**src/rtl/port_receiver_pkg.sv**
```systemverilog
// Shared definitions for the switch port receiver and transceiver: flit geometry,
// handshake state encoding and queue width helpers.
package port_receiver_pkg;

    localparam int DATA_SIZE_DEF = 32;
    localparam int ADDR_SIZE_DEF = 4;
    localparam int DEPTH_DEF     = 4;

    typedef enum logic [0:0] {
        HS_IDLE = 1'b0,
        HS_ACK  = 1'b1
    } hs_state_e;

    function automatic int bus_size(input int data_size, input int addr_size);
        return data_size + addr_size + 1;
    endfunction

    // The tail flag sits just above the destination address field.
    function automatic int tail_idx(input int addr_size);
        return addr_size;
    endfunction

    function automatic int ptr_width(input int depth);
        return (depth > 1) ? $clog2(depth) : 1;
    endfunction

    function automatic int cnt_width(input int depth);
        return $clog2(depth + 1);
    endfunction

endpackage

```
**src/rtl/flit_fifo.sv**
```systemverilog
// First-word-fall-through circular flit buffer; head entry is visible on dout
// without a read strobe, pops and pushes on a full/empty queue are ignored.
module flit_fifo
    import port_receiver_pkg::*;
#(
    parameter int W     = 37,
    parameter int DEPTH = 4,
    parameter int PW    = ptr_width(DEPTH),
    parameter int CW    = cnt_width(DEPTH)
) (
    input  logic          clk,
    input  logic          a_rst_n,
    input  logic          push,
    input  logic          pop,
    input  logic [W-1:0]  din,
    output logic [W-1:0]  dout,
    output logic          empty,
    output logic          full,
    output logic [CW-1:0] count
);

    logic [W-1:0]  mem_r [DEPTH];
    logic [PW-1:0] wr_ptr_r;
    logic [PW-1:0] rd_ptr_r;
    logic [CW-1:0] count_r;
    logic          push_ok_s;
    logic          pop_ok_s;

    assign empty     = (count_r == CW'(0));
    assign full      = (count_r == CW'(DEPTH));
    assign count     = count_r;
    assign dout      = mem_r[rd_ptr_r];
    assign push_ok_s = push & ~full;
    assign pop_ok_s  = pop & ~empty;

    // Storage array write port
    always_ff @(posedge clk or negedge a_rst_n) begin
        if (!a_rst_n) begin
            for (int i = 0; i < DEPTH; i++) begin
                mem_r[i] <= '0;
            end
        end else if (push_ok_s) begin
            mem_r[wr_ptr_r] <= din;
        end
    end

    // Pointers wrap naturally because DEPTH is a power of two
    always_ff @(posedge clk or negedge a_rst_n) begin
        if (!a_rst_n) begin
            wr_ptr_r <= PW'(0);
            rd_ptr_r <= PW'(0);
        end else begin
            if (push_ok_s) begin
                wr_ptr_r <= wr_ptr_r + PW'(1);
            end
            if (pop_ok_s) begin
                rd_ptr_r <= rd_ptr_r + PW'(1);
            end
        end
    end

    // Occupancy counter
    always_ff @(posedge clk or negedge a_rst_n) begin
        if (!a_rst_n) begin
            count_r <= CW'(0);
        end else begin
            case ({push_ok_s, pop_ok_s})
                2'b10:   count_r <= count_r + CW'(1);
                2'b01:   count_r <= count_r - CW'(1);
                default: count_r <= count_r;
            endcase
        end
    end

endmodule

```
**src/rtl/port_receiver.sv**
```systemverilog
// Switch input port: 4-phase wr_ready/r_ready handshake into a FWFT flit queue,
// with a count of complete packets (tail flits) resident in the queue.
module port_receiver
    import port_receiver_pkg::*;
#(
    parameter int DATA_SIZE = DATA_SIZE_DEF,
    parameter int ADDR_SIZE = ADDR_SIZE_DEF,
    parameter int DEPTH     = DEPTH_DEF,
    parameter int BUS_SIZE  = bus_size(DATA_SIZE, ADDR_SIZE)
) (
    input  logic                       clk,
    input  logic                       a_rst_n,
    input  logic                       wr_ready_in,
    input  logic [BUS_SIZE-1:0]        data_i,
    input  logic                       mem_readed,
    output logic                       r_ready_out,
    output logic [BUS_SIZE-1:0]        data_o,
    output logic                       mem_empty,
    output logic                       mem_full,
    output logic [$clog2(DEPTH+1)-1:0] pkt_cnt
);

    localparam int CW   = cnt_width(DEPTH);
    localparam int TAIL = tail_idx(ADDR_SIZE);

    hs_state_e     state_r;
    hs_state_e     state_nxt_s;
    logic          push_s;
    logic          pop_ok_s;
    logic          tail_push_s;
    logic          tail_pop_s;
    logic          fifo_empty_s;
    logic          fifo_full_s;
    logic [CW-1:0] fifo_count_s;
    logic [CW-1:0] pkt_cnt_r;

    flit_fifo #(
        .W     (BUS_SIZE),
        .DEPTH (DEPTH)
    ) u_fifo (
        .clk     (clk),
        .a_rst_n (a_rst_n),
        .push    (push_s),
        .pop     (mem_readed),
        .din     (data_i),
        .dout    (data_o),
        .empty   (fifo_empty_s),
        .full    (fifo_full_s),
        .count   (fifo_count_s)
    );

    // Handshake state register
    always_ff @(posedge clk or negedge a_rst_n) begin
        if (!a_rst_n) begin
            state_r <= HS_IDLE;
        end else begin
            state_r <= state_nxt_s;
        end
    end

    // Handshake next state; a full queue holds upstream waiting in IDLE
    always_comb begin
        state_nxt_s = state_r;
        push_s      = 1'b0;
        case (state_r)
            HS_IDLE: begin
                if (wr_ready_in && !fifo_full_s) begin
                    push_s      = 1'b1;
                    state_nxt_s = HS_ACK;
                end else begin
                    state_nxt_s = HS_IDLE;
                end
            end
            HS_ACK: begin
                if (!wr_ready_in) begin
                    state_nxt_s = HS_IDLE;
                end else begin
                    state_nxt_s = HS_ACK;
                end
            end
            default: state_nxt_s = HS_IDLE;
        endcase
    end

    assign pop_ok_s    = mem_readed & ~fifo_empty_s;
    assign tail_push_s = push_s & data_i[TAIL];
    assign tail_pop_s  = pop_ok_s & data_o[TAIL];

    // Resident packet counter
    always_ff @(posedge clk or negedge a_rst_n) begin
        if (!a_rst_n) begin
            pkt_cnt_r <= CW'(0);
        end else begin
            case ({tail_push_s, tail_pop_s})
                2'b10:   pkt_cnt_r <= pkt_cnt_r + CW'(1);
                2'b01:   pkt_cnt_r <= pkt_cnt_r - CW'(1);
                default: pkt_cnt_r <= pkt_cnt_r;
            endcase
        end
    end

    assign r_ready_out = (state_r == HS_ACK);
    assign mem_empty   = (fifo_count_s == CW'(0));
    assign mem_full    = (fifo_count_s == CW'(DEPTH));
    assign pkt_cnt     = pkt_cnt_r;

endmodule

```
**config.mk**
```make
export PLATFORM = sky130hd
export DESIGN_NAME = port_receiver
export DESIGN_NICKNAME = d
export VERILOG_FILES = /design/src/rtl/port_receiver_pkg.sv /design/src/rtl/flit_fifo.sv /design/src/rtl/port_receiver.sv
export SDC_FILE = /design/constraint.sdc
export NUM_CORES = 1
export LEC_CHECK = 0
export BUFFER_PORTS_ARGS = -buffer_cell sky130_fd_sc_hd__buf_2
export CAP_MARGIN = 25
export CORE_UTILIZATION = 60
export CTS_CLUSTER_SIZE = 20
export DETAILED_ROUTE_END_ITERATION = 10
export HOLD_SLACK_MARGIN = 0.02
export PLACE_DENSITY = 0.79
export SYNTH_ARGS = -nofsm -noshare
export SYNTH_HDL_FRONTEND = slang
export SYNTH_SLANG_ARGS = --single-unit
export TNS_END_PERCENT = 20
```
**constraint.sdc**
```tcl
create_clock -name clk -period 3.4 [get_ports clk]
set_input_delay 0.34 -clock clk [delete_from_list [all_inputs] [get_ports clk]]
set_output_delay 0.34 -clock clk [all_outputs]
set_load 0.01 [all_outputs]
```
# After elaboration in Yosys (flattened, before gate mapping)
# Cells that the tools add are included.
dict set report totals {
  register_bits 159
  output_inout_bits 43
  in_bits 41
}
dict set report op_classes {
  magnitude_cmp 3
  n_eq_ne 5
  bitwise 9
  n_reduce_logical 6
  add_sub_neg 6
  mux 12
}
# cell count
set op_table {}
lappend op_table {{148-bit bitwise mux} 1}
lappend op_table {{37-bit 2-to-1 mux} 3}
lappend op_table {{37-bit binary-select mux with 2-bit select} 1}
lappend op_table {{37-bit demux with 2-bit select} 1}
lappend op_table {{3-bit case mux with 2 select lines} 2}
lappend op_table {{3-bit by 1-bit adder with 3-bit output (second input constant)} 2}
lappend op_table {{3-bit greater-or-equal comparator (second input constant)} 2}
lappend op_table {{2-bit NOT with 3-bit output} 2}
lappend op_table {{3-bit by 1-bit subtractor with 3-bit output (second input constant)} 2}
lappend op_table {{2-bit by 1-bit adder with 2-bit output (second input constant)} 2}
lappend op_table {{1-bit bitwise AND} 4}
lappend op_table {{2-bit by 1-bit equality test with 1-bit output (second input constant)} 2}
lappend op_table {{2-bit equality test (second input constant)} 2}
lappend op_table {{2-bit nonzero test} 2}
lappend op_table {{3-bit equality test (second input constant)} 1}
lappend op_table {{3-bit logical NOT} 1}
lappend op_table {{3-bit by 1-bit less-than comparator with 1-bit output (second input constant)} 1}
lappend op_table {{1-bit 2-to-1 mux} 3}
lappend op_table {{1-bit NOT} 3}
lappend op_table {{1-bit logical AND} 2}
lappend op_table {{1-bit case mux with 2 select lines} 1}
lappend op_table {{1-bit logical NOT} 1}

# Logic depth before layout (Yosys ltp)
# Gate-level depths: netlist of run 1.
dict set report depth {
  ltp_word 8
  depth_mapped 9
  mapped_depth_nobuf 9
}

# Hierarchy
# Synthesis of run 1 repeated with hierarchy kept, for this count alone.
dict set report hier_totals {
  hier_cells 415
  hier_area_um2 7049.3
}
# module instances area_each_um2 cells_each
set modules_own_cells {}
lappend modules_own_cells {flit_fifo 1 6822.8 393}
lappend modules_own_cells {port_receiver 1 226.5 22}

# Least setup slack after synthesis of run 1
# OpenSTA, ideal clock, no wires.
dict set report synth_timing {
  kind {reg-to-reg}
  startpoint {reg u_fifo.count_r[0], in the netlist u_fifo.count[0]}
  endpoint {reg pkt_cnt_r[2], in the netlist pkt_cnt[2]}
  stages_incl_launch_ff 10
  path_buffers 0
  setup_ns 0.079
  t_arrival_ns 2.223
  required_time_ns 3.321
  slack_ns 1.098
  synth_period_minus_slack_ns 2.302
  cell_sequence {dfrtp_1 -> nor3b_4 -> nor3b_1 -> nand2_1 -> ha_1 -> inv_1 -> fa_1 -> xor2_1 -> nor2_1 -> xor2_1}
}
dict set report synth_between {
  elab_chain_len 8
}
# item line
set synth_rtl {}
lappend synth_rtl {{start, declared} flit_fifo.sv:25} ;# logic [CW-1:0] count_r;
lappend synth_rtl {{start signal, assigned} flit_fifo.sv:68} ;# 2'b10: count_r <= count_r + CW'(1);
lappend synth_rtl {{start signal, assigned} flit_fifo.sv:69} ;# 2'b01: count_r <= count_r - CW'(1);
lappend synth_rtl {{start signal, assigned} flit_fifo.sv:70} ;# default: count_r <= count_r;
lappend synth_rtl {{3-bit equality test (*)} -}
lappend synth_rtl {{via mem_full} port_receiver.sv:19} ;# output logic mem_full,
lappend synth_rtl {{1-bit logical NOT (*)} port_receiver.sv:67} ;# if (wr_ready_in && !fifo_full_s) begin
lappend synth_rtl {{1-bit logical AND (*)} port_receiver.sv:67}
lappend synth_rtl {{1-bit 2-to-1 mux (*)} port_receiver.sv:67}
lappend synth_rtl {{1-bit 2-to-1 mux (*)} port_receiver.sv:65} ;# case (state_r)
lappend synth_rtl {{1-bit bitwise AND (*)} port_receiver.sv:86} ;# assign tail_push_s = push_s & data_i[TAIL];
lappend synth_rtl {{2-bit by 1-bit equality test with 1-bit output / 2-bit equality test (equally long branches)} port_receiver.sv:94} ;# case ({tail_push_s, tail_pop_s})
lappend synth_rtl {{3-bit case mux with 2 select lines / 2-bit nonzero test (equally long branches)} -}
lappend synth_rtl {{end signal, assigned} port_receiver.sv:95} ;# 2'b10: pkt_cnt_r <= pkt_cnt_r + CW'(1);
lappend synth_rtl {{end signal, assigned} port_receiver.sv:96} ;# 2'b01: pkt_cnt_r <= pkt_cnt_r - CW'(1);
lappend synth_rtl {{end signal, assigned} port_receiver.sv:97} ;# default: pkt_cnt_r <= pkt_cnt_r;
lappend synth_rtl {{end, declared} port_receiver.sv:35} ;# logic [CW-1:0] pkt_cnt_r;
# Mark *: on every way through the listed nets, which the timed path passes. The rest lies on a longest branch.
# A chain may end at the register's enable or synchronous reset.

# Worst setup path after layout of run 1
dict set report layout_timing {
  startpoint {reg u_fifo.rd_ptr_r[0]}
  endpoint {out data_o[6]}
}
dict set report layout_between {
  elab_chain_len 4
}
# item line
set layout_rtl {}
lappend layout_rtl {{start, declared} flit_fifo.sv:24} ;# logic [PW-1:0] rd_ptr_r;
lappend layout_rtl {{start signal, assigned} flit_fifo.sv:57} ;# rd_ptr_r <= rd_ptr_r + PW'(1);
lappend layout_rtl {{2-bit NOT with 3-bit output (not written as such)} flit_fifo.sv:32} ;# assign dout = mem_r[rd_ptr_r];
lappend layout_rtl {{37-bit binary-select mux with 2-bit select} flit_fifo.sv:32}
lappend layout_rtl {{37-bit 2-to-1 mux (not written as such) (2 in series)} flit_fifo.sv:32}
lappend layout_rtl {{end, declared} port_receiver.sv:17} ;# output logic [BUS_SIZE-1:0] data_o,
# Every way passes these cells. The select of a mux whose other input is x is not followed.

==> out/summary.json, run 1 <==
{
  "setup_path": {
    "timing.critical_path.required_ps": 3060,
    "arrival_ps": 2200,
    "critPathCaptureType": "output port",
    "timing_worst_setup_path_type": "reg -> out",
    "timing.reg2reg.worst_path_depth": 9,
    "cp_max_fo": 38,
    "startpoint_type": "flop"
  },
  "finish": {
    "multi_input_area_um2": 3320,
    "flow.area_growth_from_synthesis_pct": 15.6,
    "sequential_cell_area_in_the_final_layout_um2": 3980,
    "design.final.nets": 555,
    "diodes": 0,
    "layout.cell_area.non_filler_um2": 8690,
    "fillCellCount": 788,
    "final_layout_size_suffix_gt1_frac": 0.607
  },
  "drt": {
    "detail_route.wirelength_um": 14200,
    "final_antenna_net_count": 0,
    "viasPerCell": 5.67,
    "post-route-drc-count": 0,
    "initialDrtViolationCount": 184,
    "route.vias.total": 3892,
    "wl_per_cell_um": 20.7,
    "drt_first_pass_iters": 4
  },
  "run_status": {
    "status": "finished clean"
  },
  "global_routing": {
    "grt_pass1_vias": 4379,
    "grt_start_max_net_pins": 82,
    "first_pass_grt_wire_length_um": 23500,
    "grt_antenna_before_repair": 0,
    "global_route.overflow_total": 0,
    "global_route.usage.total": 0.243
  },
  "logic_synthesis": {
    "postSynth.topFlopCell": "sky130_fd_sc_hd__dfrtp_1",
    "netlist_area_pre_place_um2": 7510,
    "syn_nets": 462,
    "async_flop_share": 1.00,
    "synth_seq_area_share": 0.529,
    "syn_avg_cell_area_um2": 18.2,
    "yosysWarnings": 0,
    "syn_inst": 413,
    "synth-edff-count": 0,
    "cell_variety_after_synth": 23,
    "synth_seq_cells": 159
  },
  "sta": {
    "timing.final.crit_share": 0.748,
    "grt_setup_unrepaired": "no",
    "final.setup.tns_ps": 0,
    "report.final.setup_viol": 0,
    "period_minus_slack_ps": 2540,
    "worst-slew-pin-transition_ps": 768,
    "hold_viol": 0,
    "relSlewSlack": 0.488,
    "clock_skew_ps": 6.18,
    "slew_viol_final": 0,
    "maxClockFrequency_mhz": 393
  },
  "die": {
    "chipHeight_um": 114,
    "ioPinCount": 84,
    "core_um2": 12100,
    "die-width_um": 114,
    "fp.dieArea_um2": 13000,
    "fp-row-count": 40,
    "start_util": 0.620
  },
  "clocking": {
    "post_cts.resized_instances": 0,
    "tritoncts": "yes",
    "worstSkewPairLatency_ps": 420,
    "cts_root_cell": "sky130_fd_sc_hd__clkbuf_16",
    "max-clock-path-buffers": 2,
    "clock_sink_count": 159,
    "cts.reportedPaths.clkPinSlew_ps": 60,
    "htree_num_levels": 4,
    "cts_setup_buffers": 0,
    "cts_inserted_buffers": 17
  },
  "min_path": {
    "hold_depth": 2,
    "class_of_the_worst_hold_path": "in -> reg"
  },
  "placed_design": {
    "post_dp_cell_area_um2": 8070,
    "gp_congestion": 0.690,
    "hpwlAfterDp_um": 8660,
    "port-buffer-count": 83
  },
  "power": {
    "static-leakage-power_nw": 3.97,
    "max-vdd-ir-drop_v": 0.000751,
    "cellPowerDensity_nw_per_um2": 1070
  },
  "job": {
    "max_cap_violations": 0
  }
}
## metal layers
| layer | share of wire | global-route usage |
|---|---|---|
| met5 | 0 | 0 |
| met4 | 0.010 | 0.0909 |
| met3 | 0.038 | 0.0558 |
| met2 | 0.51 | 0.401 |
| met1 | 0.44 | 0.318 |
## power by group
part | total [mW] | internal, mW | switching (mW) | leakage, nW
clock network | 1.94 | 1.22 | 0.719 | 0.297
registers | 3.43 | 2.86 | 0.568 | 1.90
logic | 3.89 | 2.40 | 1.49 | 1.77
total | 9.26 | 6.48 | 2.78 | 3.97
## sequential cells by signal (all words and copies together) (netlist names)
register,count
u_fifo.rd_ptr_r,2
pkt_cnt,3
u_fifo.count,3
r_ready_out,1
u_fifo.wr_ptr_r,2
u_fifo.mem_r,148
## placed cells by master, fill, tap and decap left out, drive strengths merged, types with 4 or more instances in the layout
cell type	instances
clkbuf	28
mux2	149
buf	94
inv	10
dfrtp	159
xnor2	4
xor2	5
ha	6
nor3	5
nand2	6
mux4	37
## critical path, stage by stage (launching register included)
cell,delay (ps)
sky130_fd_sc_hd__dfrtp_2,370
sky130_fd_sc_hd__buf_4,620
sky130_fd_sc_hd__mux4_2,620
sky130_fd_sc_hd__buf_2,160
## logic make-up (layout without fill, tap and decap cells)
family | count (synthesis) | in the layout | synth area share
muxes | 188 | 188 | 0.397
adders and majority gates | 8 | 8 | 0.0153
DFF | 159 | 159 | 0.529
xor gates and xnor gates | 9 | 9 | 0.0105
and+or+nand+nor | 16 | 16 | 0.0176
buffers and inverters | 31 | 137 | 0.0281
AOI/OAI and AO/OA | 2 | 2 | 0.00217
## worst paths after layout
kind / from / slack [ps] / endpoint
setup / recovery: u_fifo.rd_ptr_r[0] / 860 / data_o[6]
hold / removal: data_i[15] / 200 / u_fifo.mem_r[126]
setup reg to reg: u_fifo.count[0] / 900 / u_fifo.count[2]
hold reg to reg: pkt_cnt[0] / 500 / pkt_cnt[0]
max in group asynchronous: a_rst_n / 1980 / u_fifo.rd_ptr_r[0]
min in group asynchronous: a_rst_n / 540 / u_fifo.mem_r[141]
## cell usage after synthesis, types with 3 or more instances
cell / count / area share
sky130_fd_sc_hd__dfrtp_1: 159 / 0.53
sky130_fd_sc_hd__mux2_4: 120 / 0.24
sky130_fd_sc_hd__mux4_2: 37 / 0.11
sky130_fd_sc_hd__mux2_2: 29 / 0.043
sky130_fd_sc_hd__buf_6: 12 / 0.018
sky130_fd_sc_hd__inv_1: 10 / 0.0050
sky130_fd_sc_hd__ha_1: 6 / 0.010
sky130_fd_sc_hd__nand2_1: 6 / 0.0030
sky130_fd_sc_hd__xor2_1: 5 / 0.0058
sky130_fd_sc_hd__buf_2: 4 / 0.0027
sky130_fd_sc_hd__nor3_4: 4 / 0.0087
sky130_fd_sc_hd__xnor2_1: 4 / 0.0047
sky130_fd_sc_hd__buf_1: 3 / 0.0015
## final cells by class
class	instances	share of cell area
Clock buffer	28	0.0618
Clock inverter	4	0.00835
Inverter	10	0.00432
Multi-Input combinational cell	223	0.383
Sequential cell	159	0.458
Tap cell	168	0.0242
Timing Repair Buffer	95	0.0606
## what timing repair did
action | CTS | global route
endpoints found under the hold margin | 80 | 0
hold buffers | 1 | 0
setup endpoints to repair | 0 | 0
## through the flow
| stage | setup WS (ps) | hold slack, ps | total power [mW] | util | cells |
|---|---|---|---|---|---|
| floorplan | 1100 | 44.4 | 6.28 | - | 413 |
| global placement | 1060 | 422 | 7.16 | 0.666 | 654 |
| detailed placement | 916 | 423 | 7.33 | 0.666 | 654 |
| CTS | 796 | 178 | 9.35 | 0.717 | 687 |
| global route | 708 | 189 | 9.76 | 0.717 | 687 |
| finish | 857 | 200 | 9.26 | 0.717 | 687 |
Note: power is estimated with default switching activity, not from simulation.
==> run 2, diff against run 1 <==
--- a/config.mk
+++ b/config.mk
@@ -7,11 +7,11 @@
 export LEC_CHECK = 0
 export BUFFER_PORTS_ARGS = -buffer_cell sky130_fd_sc_hd__buf_2
 export CAP_MARGIN = 25
-export CORE_UTILIZATION = 60
+export CORE_UTILIZATION = 53
 export CTS_CLUSTER_SIZE = 20
 export DETAILED_ROUTE_END_ITERATION = 10
 export HOLD_SLACK_MARGIN = 0.02
-export PLACE_DENSITY = 0.79
+export PLACE_DENSITY = 0.74
 export SYNTH_ARGS = -nofsm -noshare
 export SYNTH_HDL_FRONTEND = slang
 export SYNTH_SLANG_ARGS = --single-unit
==> constraint.sdc (replaced) <==
create_clock -name clk -period 2.21 [get_ports clk]
set_input_delay 0.221 -clock clk [delete_from_list [all_inputs] [get_ports clk]]
set_output_delay 0.221 -clock clk [all_outputs]
set_load 0.01 [all_outputs]
==> out/summary.json, run 2 (synthesized netlist as in run 1, its figures left out) <==
{
  "die": {
    "fp.dieArea": {"value": 14700, "unit": "um^2", "change": "+13%"},
    "ioPinCount": {"value": 84, "change": "unchanged"},
    "start_util": {"value": 0.541, "change": "-0.0791"},
    "core": {"value": 13900, "unit": "um^2", "change": "+15%"},
    "fp-row-count": {"value": 43, "change": "+7.5%"},
    "chipHeight": {"value": 121, "unit": "um", "change": "+6.3%"},
    "die-width": {"value": 121, "unit": "um", "change": "+6.3%"}
  },
  "clocking": {
    "cts_root_cell": "sky130_fd_sc_hd__clkbuf_16",
    "tritoncts": "yes",
    "clock_sink_count": {"value": 159, "change": "unchanged"},
    "post_cts.resized_instances": {"value": 0, "change": "unchanged"},
    "htree_num_levels": {"value": 4, "change": "unchanged"},
    "worstSkewPairLatency": {"value": 420, "unit": "ps", "change": "about the same"},
    "max-clock-path-buffers": {"value": 2, "change": "unchanged"},
    "cts.reportedPaths.clkPinSlew": {"value": 60, "unit": "ps", "change": "about the same"},
    "cts_inserted_buffers": {"value": 17, "change": "unchanged"}
  },
  "global_routing": {
    "grt_antenna_before_repair": {"value": 2, "change": "+2"},
    "grt_start_max_net_pins": {"value": 72, "change": "-12%"},
    "global_route.usage.total": {"value": 0.217, "change": "-0.0256"},
    "grt_pass1_vias": {"value": 4329, "change": "-1.1%"},
    "global_route.overflow_total": {"value": 0, "change": "unchanged"},
    "first_pass_grt_wire_length": {"value": 23900, "unit": "um", "change": "+1.6%"}
  },
  "drt": {
    "initialDrtViolationCount": {"value": 202, "change": "+9.8%"},
    "post-route-drc-count": {"value": 0, "change": "unchanged"},
    "route.vias.total": {"value": 3920, "change": "+0.72%"},
    "wl_per_cell": {"value": 20.3, "unit": "um", "change": "-1.7%"},
    "viasPerCell": {"value": 5.57, "change": "-1.7%"},
    "detail_route.wirelength": {"value": 14300, "unit": "um", "change": "+0.76%"},
    "final_antenna_net_count": {"value": 0, "change": "unchanged"},
    "drt_first_pass_iters": {"value": 4, "change": "unchanged"}
  },
  "setup_path": {
    "cp_max_fo": {"value": 37, "change": "-2.6%"},
    "critical_path.reg2reg.startpoint": "u_fifo.rd_ptr_r[0]",
    "critical_path_top_delay_cell": "sky130_fd_sc_hd__buf_4",
    "critical_path.startpoint": "u_fifo.rd_ptr_r[1]",
    "startpoint_type": "flop",
    "timing_worst_setup_path_type": "reg -> out",
    "timing.critical_path.required": {"value": 1990, "unit": "ps", "change": "-1070 ps"},
    "critPathCaptureType": "output port",
    "critical_path.max_stage_delay": {"value": 510, "unit": "ps", "change": "-110 ps"},
    "arrival": {"value": 1890, "unit": "ps", "change": "-310 ps"},
    "crit_chain": "buf_4 > mux4_2 > buf_2"
  },
  "sta": {
    "period_minus_slack_ps": 2110,
    "clock_skew": {"value": 6.11, "unit": "ps", "change": "-0.0740 ps"},
    "relSlewSlack": {"value": 0.595, "change": "+0.107"},
    "report.final.setup_viol": {"value": 0, "change": "unchanged"},
    "timing.final.crit_share": 0.954,
    "final.setup.tns": {"value": 0, "unit": "ps", "change": "unchanged"},
    "slew_viol_final": {"value": 0, "change": "unchanged"},
    "worst-slew-pin-transition": {"value": 608, "unit": "ps", "change": "-160 ps"},
    "hold_viol": {"value": 0, "change": "unchanged"},
    "grt_setup_unrepaired": "no",
    "setup_ws": {"value": 101, "unit": "ps", "change": "-755 ps"},
    "hold-worst-slack": {"value": 73.4, "unit": "ps", "change": "-126 ps"},
    "maxClockFrequency_mhz": 474
  },
  "finish": {
    "flow.area_growth_from_synthesis_pct": 16.9,
    "design.final.nets": {"value": 559, "change": "+0.72%"},
    "layout.core_utilization": {"value": 0.633, "change": "-0.0844"},
    "largest_reg_flops": {"value": 148, "change": "unchanged"},
    "finalNonFillerCells": {"value": 704, "change": "+2.5%"},
    "most-common-layout-cells": "sky130_fd_sc_hd__dfrtp_1 (157), sky130_fd_sc_hd__mux2_4 (120), sky130_fd_sc_hd__buf_2 (82), sky130_fd_sc_hd__mux4_2 (37), sky130_fd_sc_hd__mux2_2 (29)",
    "final_layout_size_suffix_gt1_frac": {"value": 0.618, "change": "+0.0107"},
    "final_common_cell": "sky130_fd_sc_hd__dfrtp_1",
    "fillCellCount": {"value": 1026, "change": "+30%"},
    "largest-register": "u_fifo.mem_r"
  },
  "placed_design": {
    "hpwlAfterDp": {"value": 8800, "unit": "um", "change": "+1.6%"},
    "port-buffer-count": {"value": 83, "change": "unchanged"},
    "gp_congestion": {"value": 0.694, "change": "+0.61%"},
    "place.detailed.instances": {"value": 670, "change": "+2.4%"},
    "dp_slack": {"value": 191, "unit": "ps", "change": "-725 ps"}
  },
  "power": {
    "switching_share": {"value": 0.305, "change": "+0.00529"},
    "share_clk_of_total_power": {"value": 0.197, "change": "-0.012"},
    "cellPowerDensity": {"value": 1610, "unit": "nW/um^2", "change": "+51%"},
    "max-vdd-ir-drop": {"value": 0.000876, "unit": "V", "change": "+17%"},
    "total_switching_power": {"value": 4.32, "unit": "mW", "change": "+56%"},
    "intPower": {"value": 9.83, "unit": "mW", "change": "+52%"},
    "static-leakage-power": {"value": 3.99, "unit": "nW", "change": "+0.29%"},
    "seq_power_share": {"value": 0.372, "change": "+0.002"},
    "comb_pwr_share": {"value": 0.431, "change": "+0.011"}
  },
  "job": {
    "max_cap_violations": {"value": 0, "change": "unchanged"}
  },
  "min_path": {
    "hp-start": "data_i[2]",
    "class_of_the_worst_hold_path": "in -> reg"
  },
  "run_status": {
    "status": "finished clean"
  }
}
run 2: stage by stage:
stage	power [mW]	instance area (um^2)
5_1_grt	15.0	8780
4_1_cts	14.3	8780
6_report	14.2	8790
2_1_floorplan	9.67	7520
3_3_place_gp	11.2	8210
3_5_place_dp	11.4	8210
run 2: power by group through the flow:
stage	clock [mW]	sequential, mW	combinational [mW]
2_1_floorplan	0	4.98	4.69
3_3_place_gp	0	5.14	6.02
3_5_place_dp	0	5.26	6.15
4_1_cts	2.84	5.26	6.19
5_1_grt	2.95	5.43	6.58
6_report	2.78	5.27	6.10
run 2: what timing repair did:
action / in CTS / in global routing
buffers inserted: 0 / 0
hold buffers: 1 / 0
hold endpoints to repair: 55 / 0
run 2: worst max-delay path: cells and delay by family (launching register included):
family / cells / cell delay [ps]
mux: 1 / 430
flops: 1 / 360
buf+inv: 2 / 670
run 2: worst paths after layout:
check | to | slack [ps] | cells after the start
worst min-delay path | u_fifo.mem_r[39] | 70 | 2
worst max register to register | pkt_cnt[2] | 200 | 8
min in group asynchronous | u_fifo.mem_r[121] | 340 | 2
max in group asynchronous | u_fifo.mem_r[14] | 1010 | 3
worst min register to register | pkt_cnt[2] | 470 | 1
worst max-delay path | data_o[36] | 100 | 3
run 2: final cells by class:
class	count	area, um^2	area share
antenna	1	2.50	0.000285
clock buffer	23	478	0.0544
clock inverter	9	83.8	0.00954
inverter	10	37.5	0.00427
multi-input combinational	223	3330	0.379
sequential	159	3980	0.453
tap	180	225	0.0256
timing repair buffer	99	644	0.0733
run 2: metal layers:
layer,share of wire,global-route usage
met5,0.00056,0
met4,0.012,0.0656
met3,0.044,0.0630
met2,0.48,0.324
met1,0.46,0.310
==> run 3, diff against run 2 <==
--- a/config.mk
+++ b/config.mk
@@ -5,13 +5,14 @@
 export SDC_FILE = /design/constraint.sdc
 export NUM_CORES = 1
 export LEC_CHECK = 0
-export BUFFER_PORTS_ARGS = -buffer_cell sky130_fd_sc_hd__buf_2
 export CAP_MARGIN = 25
-export CORE_UTILIZATION = 53
+export CORE_ASPECT_RATIO = 0.9
+export CORE_UTILIZATION = 57
 export CTS_CLUSTER_SIZE = 20
 export DETAILED_ROUTE_END_ITERATION = 10
+export DONT_BUFFER_PORTS = 1
 export HOLD_SLACK_MARGIN = 0.02
-export PLACE_DENSITY = 0.74
+export PLACE_DENSITY = 0.73
 export SYNTH_ARGS = -nofsm -noshare
 export SYNTH_HDL_FRONTEND = slang
 export SYNTH_SLANG_ARGS = --single-unit
==> out/summary.json, run 3 (synthesized netlist as in run 1, its figures left out) <==
{
  "clocking": {
    "cts.reportedPaths.clkPinSlew": {"value": 60, "unit": "ps", "change": "about the same"},
    "max-clock-path-buffers": {"value": 2, "change": "unchanged"},
    "clock_sink_count": {"value": 159, "change": "unchanged"},
    "hold_buffers": {"value": 38, "change": "+37"},
    "cts_setup_buffers": {"value": 0, "change": "unchanged"},
    "worstSkewPairLatency": {"value": 420, "unit": "ps", "change": "about the same"},
    "cts_root_cell": "sky130_fd_sc_hd__clkbuf_16",
    "htree_num_levels": {"value": 4, "change": "unchanged"},
    "tritoncts": "yes",
    "post_cts.resized_instances": {"value": 0, "change": "unchanged"},
    "cts_inserted_buffers": {"value": 17, "change": "unchanged"}
  },
  "finish": {
    "diodes": {"value": 0, "change": "-1"},
    "most-common-layout-cells": "sky130_fd_sc_hd__dfrtp_1 (157), sky130_fd_sc_hd__mux2_4 (120), sky130_fd_sc_hd__dlygate4sd3_1 (38), sky130_fd_sc_hd__mux4_2 (37), sky130_fd_sc_hd__mux2_2 (29)",
    "largest-register": "u_fifo.mem_r",
    "design.final.nets": {"value": 511, "change": "-8.6%"},
    "final_common_cell": "sky130_fd_sc_hd__dfrtp_1",
    "final_layout_size_suffix_gt1_frac": {"value": 0.501, "change": "-0.117"},
    "flow.area_growth_from_synthesis_pct": 16.1,
    "largest_reg_flops": {"value": 148, "change": "unchanged"}
  },
  "global_routing": {
    "global_route.usage.total": {"value": 0.231, "change": "+0.0138"},
    "grt_antenna_before_repair": {"value": 0, "change": "-2"},
    "grt_start_max_net_pins": {"value": 160, "change": "+120%"},
    "global_route.overflow_total": {"value": 0, "change": "unchanged"},
    "grt_pass1_vias": {"value": 4273, "change": "-1.3%"},
    "first_pass_grt_wire_length": {"value": 23500, "unit": "um", "change": "-1.7%"}
  },
  "run_status": {
    "violations": "negative hold slack",
    "status": "complete, but fails checks"
  },
  "job": {
    "max_cap_violations": {"value": 0, "change": "unchanged"}
  },
  "setup_path": {
    "worst-path-stages": {"value": 8, "change": "+5"},
    "critical_path.reg2reg.startpoint": "u_fifo.rd_ptr_r[0]",
    "r2r_end": "pkt_cnt[2]",
    "arrival": {"value": 2330, "unit": "ps", "change": "+440 ps"},
    "crit_family": "multiplexers",
    "critical_path.most_common_cell": "sky130_fd_sc_hd__xor2_1",
    "critPathCaptureType": "flop",
    "timing_worst_setup_path_type": "reg -> reg",
    "rrSetupSlack": {"value": 190, "unit": "ps", "change": "about the same"},
    "critical_path_top_delay_cell": "sky130_fd_sc_hd__mux4_2",
    "timing.critical_path.required": {"value": 2520, "unit": "ps", "change": "+530 ps"},
    "cp_max_fo": {"value": 2, "change": "-95%"},
    "startpoint_type": "flop",
    "crit_chain": "mux4_2 > and2_1 > ha_2 > inv_1 > fa_2 > xor2_1 > nor2_1 > xor2_1",
    "crit_buf_inv": {"value": 1, "change": "-1"},
    "timing.reg2reg.worst_path_depth": {"value": 8, "change": "unchanged"},
    "critical_path.max_stage_delay": {"value": 550, "unit": "ps", "change": "+40 ps"}
  },
  "die": {
    "chipHeight": {"value": 111, "unit": "um", "change": "-8.4%"},
    "fp.dieArea": {"value": 13600, "unit": "um^2", "change": "-6.9%"},
    "die-width": {"value": 123, "unit": "um", "change": "+1.6%"},
    "ioPinCount": {"value": 84, "change": "unchanged"},
    "start_util": {"value": 0.588, "change": "+0.0464"},
    "fp-row-count": {"value": 39, "change": "-9.3%"},
    "core": {"value": 12800, "unit": "um^2", "change": "-7.9%"}
  },
  "drt": {
    "drt_first_pass_iters": {"value": 4, "change": "unchanged"},
    "wl_per_cell": {"value": 21.8, "unit": "um", "change": "+7.4%"},
    "final_antenna_net_count": {"value": 0, "change": "unchanged"},
    "detail_route.wirelength": {"value": 13900, "unit": "um", "change": "-2.8%"},
    "route.vias.total": {"value": 3666, "change": "-6.5%"},
    "initialDrtViolationCount": {"value": 239, "change": "+18%"},
    "post-route-drc-count": {"value": 0, "change": "unchanged"},
    "viasPerCell": {"value": 5.76, "change": "+3.4%"}
  },
  "power": {
    "share_clk_of_total_power": {"value": 0.212, "change": "+0.015"},
    "static-leakage-power": {"value": 3.81, "unit": "nW", "change": "-4.5%"},
    "cellPowerDensity": {"value": 1570, "unit": "nW/um^2", "change": "-2.8%"},
    "total_switching_power": {"value": 4.06, "unit": "mW", "change": "-5.8%"},
    "intPower": {"value": 9.58, "unit": "mW", "change": "-2.5%"},
    "max-vdd-ir-drop": {"value": 0.00100, "unit": "V", "change": "+15%"},
    "comb_pwr_share": {"value": 0.403, "change": "-0.028"},
    "switching_share": {"value": 0.298, "change": "-0.00723"},
    "seq_power_share": {"value": 0.386, "change": "+0.014"}
  },
  "sta": {
    "clock_skew": {"value": 7.47, "unit": "ps", "change": "+1.36 ps"},
    "slew_viol_final": {"value": 0, "change": "unchanged"},
    "hold-worst-slack": {"value": -505, "unit": "ps", "change": "-578 ps"},
    "hold_viol": {"value": 159, "change": "+159"},
    "final.setup.tns": {"value": 0, "unit": "ps", "change": "unchanged"},
    "report.final.setup_viol": {"value": 0, "change": "unchanged"},
    "grt_setup_unrepaired": "no",
    "maxClockFrequency": {"value": 494, "unit": "MHz", "change": "+4.1%"},
    "relSlewSlack": {"value": 0.586, "change": "-0.00864"},
    "worst-slew-pin-transition": {"value": 621, "unit": "ps", "change": "+13.0 ps"},
    "timing.final.crit_share": {"value": 0.916, "change": "-0.0380"},
    "period_minus_slack": {"value": 2020, "unit": "ps", "change": "-84.0 ps"}
  },
  "placed_design": {
    "port-buffer-count": {"value": 0, "change": "-100%"},
    "hpwlAfterDp": {"value": 8170, "unit": "um", "change": "-7.2%"},
    "gp_congestion": {"value": 0.732, "change": "+5.4%"}
  },
  "min_path": {
    "class_of_the_worst_hold_path": "in -> async"
  }
}
==> run 3: worst register-to-register path, delay by kind of cell (launching register included) <==
family        cells  cell delay (ps)
mux               1              550
fa+ha+maj         2              370
xor+xnor          2              280
buf+inv           1               70
simple gates      2              260
flops             1              400
==> run 3: layout make-up <==
type | count | area [um^2]
Clock buffer | 24 | 502
Clock inverter | 6 | 82.6
Fill cell | 847 | 4060
Inverter | 10 | 37.5
Multi-Input combinational cell | 223 | 3330
Sequential cell | 159 | 3980
Tap cell | 164 | 205
Timing Repair Buffer | 51 | 578
==> run 3: power groups by stage <==
stage	sequential, mW	clock (mW)	combinational, mW
final	5.27	2.89	5.49
after global routing	5.46	3.09	5.91
after CTS	5.26	2.97	5.59
after detailed placement	5.28	0	5.46
after global placement	5.18	0	5.35
after floorplan	4.98	0	4.69
==> run 3: worst max path at each step <==
stage / slack [ps] / startpoint / end
floorplan: -50 / u_fifo.count[0] / pkt_cnt[2]
global placement: 240 / u_fifo.rd_ptr_r[0] / pkt_cnt[2]
detailed placement: 200 / u_fifo.rd_ptr_r[0] / pkt_cnt[2]
CTS: 170 / u_fifo.rd_ptr_r[0] / data_o[36]
global route: 50 / u_fifo.rd_ptr_r[0] / pkt_cnt[2]
finish: 190 / u_fifo.rd_ptr_r[0] / pkt_cnt[2]
==> run 3: per-stage QoR <==
stage	utilization	power, mW	cells	setup slack, ps	cell area, um^2
2_1_floorplan	-	9.67	413	-52.4	7520
3_5_place_dp	0.607	10.7	569	199	7760
3_3_place_gp	0.607	10.5	569	238	7760
6_report	0.682	13.6	637	185	8720
4_1_cts	0.682	13.8	637	174	8720
5_1_grt	0.682	14.5	637	45.1	8720
==> run 3: layer usage <==
metal / vias up / GRT usage / share of wire
met5: - / 0 / 0
met4: 0 / 0.0635 / 0.0068
met3: 8 / 0.0746 / 0.045
met1: 1972 / 0.318 / 0.46
li1: 1614 / - / -
met2: 72 / 0.354 / 0.49
